### config.mk
export PLATFORM = sky130hd
export DESIGN_NAME = gray_counter_sequencer
export DESIGN_NICKNAME = d
export VERILOG_FILES = /design/src/rtl/gray_ctr_pkg.sv /design/src/rtl/gray_counter_sequencer_cmd_fifo.sv /design/src/rtl/gray_counter_sequencer.sv
export SDC_FILE = /design/constraint.sdc
export NUM_CORES = 1
export LEC_CHECK = 0
export BUFFER_PORTS_ARGS = -buffer_cell sky130_fd_sc_hd__buf_2
export CAP_MARGIN = 20
export CORE_ASPECT_RATIO = 1.1
export CORE_UTILIZATION = 55
export CTS_BUF_LIST = sky130_fd_sc_hd__clkbuf_4
export DETAILED_ROUTE_END_ITERATION = 12
export PLACE_DENSITY_LB_ADDON = 0.1
export SETUP_SLACK_MARGIN = 0.05
export SYNTH_ARGS = -nofsm -noshare
export SYNTH_HDL_FRONTEND = slang
export SYNTH_HIERARCHICAL = 1
export SYNTH_SLANG_ARGS = --single-unit
### constraint.sdc
create_clock -name clk -period 2.5 [get_ports clk]
set_input_delay 0 -clock clk [delete_from_list [all_inputs] [get_ports clk]]
set_output_delay 0 -clock clk [all_outputs]
set_load 0.02 [all_outputs]
### src/rtl/gray_ctr_pkg.sv
// Shared encodings for the gray counter sequencer: command ops, counter
// control pairs and sequencer FSM states.
package gray_ctr_pkg;

    typedef enum logic [1:0] {
        OP_LOAD = 2'b00,
        OP_HOLD = 2'b01,
        OP_UP   = 2'b10,
        OP_DOWN = 2'b11
    } op_e;

    // {ctrl1, ctrl2} as the counter decodes them
    localparam logic [1:0] CTRL_LOAD = 2'b00;
    localparam logic [1:0] CTRL_HOLD = 2'b01;
    localparam logic [1:0] CTRL_UP   = 2'b10;
    localparam logic [1:0] CTRL_DOWN = 2'b11;

    typedef enum logic {
        ST_IDLE = 1'b0,
        ST_EXEC = 1'b1
    } state_e;

    function automatic logic [1:0] op_to_ctrl(input op_e op);
        logic [1:0] ctrl;
        case (op)
            OP_LOAD: ctrl = CTRL_LOAD;
            OP_UP:   ctrl = CTRL_UP;
            OP_DOWN: ctrl = CTRL_DOWN;
            default: ctrl = CTRL_HOLD;
        endcase
        return ctrl;
    endfunction

endpackage

### src/rtl/gray_counter_sequencer_cmd_fifo.sv
// Synchronous command FIFO; pointers carry one extra wrap bit so full and
// empty are decoded from registered state only.
module cmd_fifo #(
    parameter int DEPTH = 4,
    parameter int DW    = 6
) (
    input  logic          clk,
    input  logic          rst_n,
    input  logic          push,
    input  logic          pop,
    input  logic [DW-1:0] din,
    output logic [DW-1:0] dout,
    output logic          full,
    output logic          empty
);

    localparam int AW = $clog2(DEPTH);

    logic [DW-1:0] mem [DEPTH];
    logic [AW:0]   wr_ptr;
    logic [AW:0]   rd_ptr;

    assign empty = (wr_ptr == rd_ptr);
    assign full  = (wr_ptr[AW] != rd_ptr[AW]) && (wr_ptr[AW-1:0] == rd_ptr[AW-1:0]);
    assign dout  = mem[rd_ptr[AW-1:0]];

    always_ff @(posedge clk or negedge rst_n) begin
        if (!rst_n) begin
            wr_ptr <= '0;
            rd_ptr <= '0;
        end else begin
            if (push && !full) wr_ptr <= wr_ptr + (AW+1)'(1);
            if (pop && !empty) rd_ptr <= rd_ptr + (AW+1)'(1);
        end
    end

    always_ff @(posedge clk) begin
        if (push && !full) mem[wr_ptr[AW-1:0]] <= din;
    end

endmodule

### src/rtl/gray_counter_sequencer.sv
// Command-driven sequencer for the 4-bit gray counter: queues LOAD/HOLD/UP/DOWN
// commands and drives the counter's control pins, tracking a binary shadow.
module gray_counter_sequencer
    import gray_ctr_pkg::*;
#(
    parameter int DEPTH = 4,
    parameter int WIDTH = 4
) (
    input  logic             clk,
    input  logic             rst_n,
    input  logic             cmd_valid,
    output logic             cmd_ready,
    input  logic [1:0]       cmd_op,
    input  logic [WIDTH-1:0] cmd_arg,
    output logic [WIDTH-1:0] ctr_in,
    output logic             ctr_ctrl1,
    output logic             ctr_ctrl2,
    output logic             ctr_en,
    output logic             busy,
    output logic             done,
    output logic [WIDTH-1:0] shadow,
    output logic             shadow_valid,
    output logic [WIDTH-1:0] gray_expect
);

    localparam int CW = 2 + WIDTH;
    localparam int RW = WIDTH + 1;

    logic          fifo_full;
    logic          fifo_empty;
    logic          fifo_pop;
    logic [CW-1:0] fifo_dout;
    op_e           head_op;
    logic [WIDTH-1:0] head_arg;
    logic [RW-1:0] head_steps;

    state_e        state, state_n;
    op_e           cur_op, cur_op_n;
    logic [RW-1:0] remaining, remaining_n;
    logic          take_next;
    logic          en_n;
    logic          done_n;
    logic [1:0]    ctrl_n;
    logic [WIDTH-1:0] ctr_in_n;
    logic [WIDTH-1:0] shadow_n;
    logic          shadow_valid_n;

    // Valid/ready: a command transfers on a rising edge where cmd_valid and
    // cmd_ready are both high; cmd_ready depends only on FIFO occupancy.
    assign cmd_ready = !fifo_full;

    cmd_fifo #(
        .DEPTH(DEPTH),
        .DW   (CW)
    ) u_cmd_fifo (
        .clk  (clk),
        .rst_n(rst_n),
        .push (cmd_valid && cmd_ready),
        .pop  (fifo_pop),
        .din  ({cmd_op, cmd_arg}),
        .dout (fifo_dout),
        .full (fifo_full),
        .empty(fifo_empty)
    );

    assign head_op    = op_e'(fifo_dout[CW-1 -: 2]);
    assign head_arg   = fifo_dout[WIDTH-1:0];
    // An argument of zero encodes a full lap of 2^WIDTH steps
    assign head_steps = (head_op == OP_LOAD) ? RW'(1) :
                        (head_arg == '0)     ? {1'b1, {WIDTH{1'b0}}} : RW'(head_arg);

    assign busy        = (state == ST_EXEC) || !fifo_empty;
    assign gray_expect = shadow ^ (shadow >> 1);

    always_comb begin
        state_n        = state;
        cur_op_n       = cur_op;
        remaining_n    = remaining;
        take_next      = 1'b0;
        en_n           = 1'b0;
        done_n         = 1'b0;
        ctrl_n         = CTRL_HOLD;
        ctr_in_n       = ctr_in;
        shadow_n       = shadow;
        shadow_valid_n = shadow_valid;
        fifo_pop       = 1'b0;

        // The counter acts on this edge; mirror it in the shadow
        if (ctr_en) begin
            case (cur_op)
                OP_LOAD: begin
                    shadow_n       = ctr_in;
                    shadow_valid_n = 1'b1;
                end
                OP_UP:   shadow_n = shadow + WIDTH'(1);
                OP_DOWN: shadow_n = shadow - WIDTH'(1);
                default: shadow_n = shadow;
            endcase
        end

        case (state)
            ST_IDLE: take_next = !fifo_empty;
            ST_EXEC: begin
                remaining_n = remaining - RW'(1);
                if (remaining == RW'(1)) begin
                    done_n    = 1'b1;
                    take_next = !fifo_empty;
                    if (fifo_empty) state_n = ST_IDLE;
                end else begin
                    en_n   = 1'b1;
                    ctrl_n = {ctr_ctrl1, ctr_ctrl2};
                end
            end
            default: state_n = ST_IDLE;
        endcase

        if (take_next) begin
            fifo_pop    = 1'b1;
            state_n     = ST_EXEC;
            cur_op_n    = head_op;
            remaining_n = head_steps;
            en_n        = 1'b1;
            ctrl_n      = op_to_ctrl(head_op);
            if (head_op == OP_LOAD) ctr_in_n = head_arg;
        end
    end

    always_ff @(posedge clk or negedge rst_n) begin
        if (!rst_n) begin
            state                  <= ST_IDLE;
            cur_op                 <= OP_LOAD;
            remaining              <= '0;
            ctr_en                 <= 1'b0;
            {ctr_ctrl1, ctr_ctrl2} <= CTRL_HOLD;
            ctr_in                 <= '0;
            done                   <= 1'b0;
            shadow                 <= '0;
            shadow_valid           <= 1'b0;
        end else begin
            state                  <= state_n;
            cur_op                 <= cur_op_n;
            remaining              <= remaining_n;
            ctr_en                 <= en_n;
            {ctr_ctrl1, ctr_ctrl2} <= ctrl_n;
            ctr_in                 <= ctr_in_n;
            done                   <= done_n;
            shadow                 <= shadow_n;
            shadow_valid           <= shadow_valid_n;
        end
    end

endmodule

### Word level (Yosys, flattened, before mapping)

Memories as Yosys holds them, arrays and structs flattened.
Index checks and enable logic that the tools add are counted.

* equality and inequality tests: 9
* muxes and demuxes: 23
* $add $sub $neg: 5
* reduce and logical (&&, ||, !) cells: 15
* bitwise operators: 2

Operators with widths (number)
* $mux 5: 4
* $mux 1: 13
* $pmux 4 s3: 1
* $eq 2x2->1 const B: 4
* $add 3x1->3 const B: 2
* $mux 2: 3
* $pmux 2 s3: 1
* $reduce_and 2->1: 3
* $eq 5x1->1 const B: 1
* $sub 5x1->5 const B: 1
* $add 4x1->4 const B: 1
* $logic_and 1x1->1: 4
* $logic_not 2->1: 2
* $logic_not 4->1: 1
* $sub 4x1->4 const B: 1
* $xor 4x3->4: 1
* $eq 3x3->1: 1
* $ne 3x1->1 const B: 1
* $reduce_bool 3->1: 1
* $eq 2x2->1: 1
* $logic_not 1->1: 2
* $pmux 1 s2: 1
* $reduce_bool 2->1: 1
* $logic_or 1x1->1: 1
* other kinds (2): 2

* output and inout bits: 19
* memories kept: 1
* word-level logic and storage cells: 67
* flip-flop bits (word level): 27
* memory bits (writable): 24

Memory list
* u_cmd_fifo.mem: words 4, width 6, read ports 1, clocked after Yosys merged registers in 0, wr ports 1, RTL line gray_counter_sequencer_cmd_fifo.sv:19 `logic [DW-1:0] mem [DEPTH];`

### Depth between registers and ports, before layout

* depth in word-level cells: 7
* depth in mapped cells: 9

### By module

Netlist, hierarchy kept.

By module, submodules not included
* cmd_fifo: cells each 80, area each 1382.6 um2, seq. area each 870.8 um2, times used 1
* gray_counter_sequencer: cells each 123, area each 1203.7 um2, seq. area each 526.8 um2, times used 1

### Least setup slack after synthesis

Ideal clock, no wire load.

* path type: register to register
* start: register u_cmd_fifo.rd_ptr[0]
* end: register remaining[2]
* path buffers: 3
* library setup time: 137 ps
* cell stages (with the launch flop): 9
* data required time: 2363 ps
* clock period less this slack: 1970 ps
* arrival: 1833 ps
* setup slack: 530 ps
* cells stage by stage: dfrtp_1 -> buf_6 -> xor2_2 -> nor3_1 -> clkbuf_1 -> clkbuf_1 -> nor2_1 -> a221oi_1 -> a21oi_1

* word-level cells in the longest chain between the ends: 5

RTL lines
* start: declaration: RTL line gray_counter_sequencer_cmd_fifo.sv:21 `logic [AW:0] rd_ptr;`
* start signal: assignment: RTL line gray_counter_sequencer_cmd_fifo.sv:33 `if (pop && !empty) rd_ptr <= rd_ptr + (AW+1)'(1);`
* $eq 3x3->1 *: RTL line gray_counter_sequencer_cmd_fifo.sv:23 `assign empty = (wr_ptr == rd_ptr);`
* via fifo_empty: RTL line gray_counter_sequencer.sv:30 `logic fifo_empty;`
* $logic_not 1->1 *: RTL line gray_counter_sequencer.sv:102, gray_counter_sequencer.sv:107
* $mux 1: RTL line gray_counter_sequencer.sv:105 `if (remaining == RW'(1)) begin`
* $pmux 1 s2 *: RTL line gray_counter_sequencer.sv:101 `case (state)`
* $mux 5 or $reduce_bool 2->1 (tied branches)
* end signal: assignment: RTL line gray_counter_sequencer.sv:142 `remaining <= remaining_n;`
* end: declaration: RTL line gray_counter_sequencer.sv:39 `logic [RW-1:0] remaining, remaining_n;`

The timed path passes the listed nets; every way through them passes the cells marked *.
A chain may end at the register's enable or synchronous reset.

### Worst setup path in the final report

* start: register u_cmd_fifo.rd_ptr[0]
* end: register remaining[2]

RTL lines
* $mem_v2 4x6
* via fifo_dout[4]: RTL line gray_counter_sequencer.sv:32 `logic [CW-1:0] fifo_dout;`
* $logic_not 2->1: RTL line gray_counter_sequencer.sv:69 `assign head_steps = (head_op == OP_LOAD) ? RW'(1) :`
* $mux 5: RTL line gray_counter_sequencer.sv:69
* $mux 5: RTL line gray_counter_sequencer.sv:117 `if (take_next) begin`

The timed path passes the listed nets, and every way through them passes these cells.

==> qor.txt <==
status - finished, final reports clean
max-cap viol count - 0
fillers - 337
worst slew pin tran - 0.597 ns
post-synth cell types - 52
crit end category - flop
TritonCTS Sinks - 51
Hold WC Path Type - primary input to flop
crit path time final - 2.20 ns
Post-DRT Antenna Nets - 0
Arrival @ worst endpoint - 2.47 ns
Post-Syn Area - 0.00259 mm²
Clock Latency Late Sink - 0.38 ns
skew final - 0.0101 ns
Vias/cell - 5.77
CTS tree - done
most common cell after layout, fill and taps aside - buf_2
H-tree level count - 2
Warnings, synthesis - 6
Final Slew Violations - 0
CTS Root Cell - clkbuf_4
Max VDD drop - 0.726 mV
number of synthesized flops with an enable pin - 24
Yosys top cell by area - edfxtp_1
synthesized area per cell - 12.7 µm²
Final #Nets - 253
Syn Nets - 220
RSZ-0062 raised after global routing - false
die height - 73.9 µm
DRC Markers - 0
post-synthesis sequential area ratio - 0.540
port bufs - 27
largest net degree at the start of global routing - 28
Cells after Synth - 203
GRT overflow - 0
row cnt - 25
Ports - 28
Final Hold Viols - 0
Yosys top cell area share - 0.279
slew margin rel. - 0.602
Place WS - 0.324 ns
crit path max fanout - 7
DR pass1 iterations - 4
final setup margin - 0.300 ns
Setup Buffers After CTS - 0
DIE AREA - 0.00498 mm²
WL/cell - 15.9 µm
Starting Density - 0.586
synthesis-to-layout area growth - 11.9%
Num CTS Buffers - 5
Pwr Density - 1260 mW/mm²
CTS max path bufs - 2
Synth async-reset ratio - 0.529
Max Clock Freq - 455 MHz
CP Class - flop to flop
DRT iter0 DRCs - 144
routed via count - 1680
leak pwr - 0.00119 µW
Antenna Cells - 0
crit share post-route - 0.880
hold_buf cts - 7
#FFs+latches synth - 51
design area - 0.00289 mm²
Post-DP Area - 0.00276 mm²
antenna violations before repair - 0
total power - 3660 µW
CP required - 2.77 ns
DPL Wire Length - 3420 µm
total routed wirelength - 4630 µm
ranking of synthesized cells by area - edfxtp_1, dfrtp_1, mux4_2
clock slew seen by the registers of the worst setup and hold paths - 0.16 ns
critical path launch point type - flop
core area - 0.00441 mm²
GRT Overall Usage - 0.211
ratio of cells with drive above 1 in the final layout - 0.270
Setup-failing EPs final - 0
ys flop type - dfrtp_1
total negative setup slack - 0 ns
Die X - 67.4 µm
GPL Wtd Cong - 0.878
# resized after CTS - 0
first-pass GRT wire length - 7690 µm
vias in the first global route - 1607
most frequent cells in the layout - buf_2, dfrtp_1, edfxtp_1
hold_ws - 0.0745 ns
==> registers in the layout, indices dropped and copies added (netlist names) <==
name and cells:
shadow 4, done 1, u_cmd_fifo/rd_ptr 3, remaining 5, ctr_ctrl2 1, u_cmd_fifo/mem 24
shadow_valid 1, ctr_ctrl1 1, cur_op 2, ctr_en 1, u_cmd_fifo/wr_ptr 3, ctr_in 4
state 1
==> report_power, final <==
| group | switching [µW] | total (µW) | internal, µW |
|---|---|---|---|
| Sequential | 323 | 1490 | 1170 |
| Combinational | 1000 | 1760 | 755 |
| Clock | 286 | 411 | 125 |
| Total | 1610 | 3660 | 2050 |
==> cells by family (layout without fill, tap and decap cells) <==
kind of cell,after synthesis,after routing,synth area share
multiplexers,15,15,0.0905
flip-flops,51,51,0.540
XOR/XNOR,13,13,0.0527
AO/OA/AOI/OAI,50,50,0.138
buffers and inverters,23,57,0.0382
adder cells (fa/ha/maj),8,8,0.0387
AND/OR/NAND/NOR,43,43,0.101
==> worst max-delay path: stages (launching register included) <==
cell and delay [ns]:
dfrtp_1 0.63, buf_4 0.23, mux4_2 0.60, nor2_1 0.20
nor3_1 0.09, a221oi_1 0.26, a21oi_1 0.10
==> synthesized netlist by cell type, types with 6 or more instances <==
master     n
o21ai_0   11
dfrtp_1   26
nand2_1    6
clkbuf_1   8
mux4_2     6
ha_1       8
edfxtp_1  24
a21oi_1   15
inv_1     12
nor3_1     6
nor2_1     7
mux2_2     7
==> path summary, 6_finish.rpt <==
path	startpoint	depth (start not counted)	slack, ns	end
max reg2reg	u_cmd_fifo/rd_ptr[0]	6	0.30	remaining[2]
max	u_cmd_fifo/rd_ptr[0]	6	0.30	remaining[2]
min in group asynchronous	rst_n	2	0.14	cur_op[0]
min	cmd_valid	4	0.07	u_cmd_fifo/wr_ptr[0]
min reg2reg	shadow_valid	1	0.51	shadow_valid
max in group asynchronous	rst_n	2	1.97	u_cmd_fifo/rd_ptr[1]
==> layout make-up <==
type	instances	area, µm²	area share
sequential	51	1400	0.483
multi-input combinational	129	1090	0.377
timing repair buffer	37	228	0.0787
tap	54	67.6	0.0233
inverter	12	45.0	0.0156
clock buffer	5	37.5	0.0130
clock inverter	3	28.8	0.00994
==> layer usage <==
layer,track usage,share of wire,vias to the layer above,wire length (µm)
met5,0,0,-,0
met4,0.0638,0.013,0,59
met3,0.0419,0.033,6,151
met2,0.368,0.50,42,2310
met1,0.264,0.46,815,2110
li1,-,-,817,-
==> stage by stage <==
| stage | util | instances |
|---|---|---|
| 2_1_floorplan | - | 203 |
| 3_3_place_gp | 0.625 | 276 |
| 3_5_place_dp | 0.625 | 276 |
| 4_1_cts | 0.656 | 291 |
| 5_1_grt | 0.656 | 291 |
| 6_report | 0.656 | 291 |
Note: power is estimated with default switching activity, not from simulation.
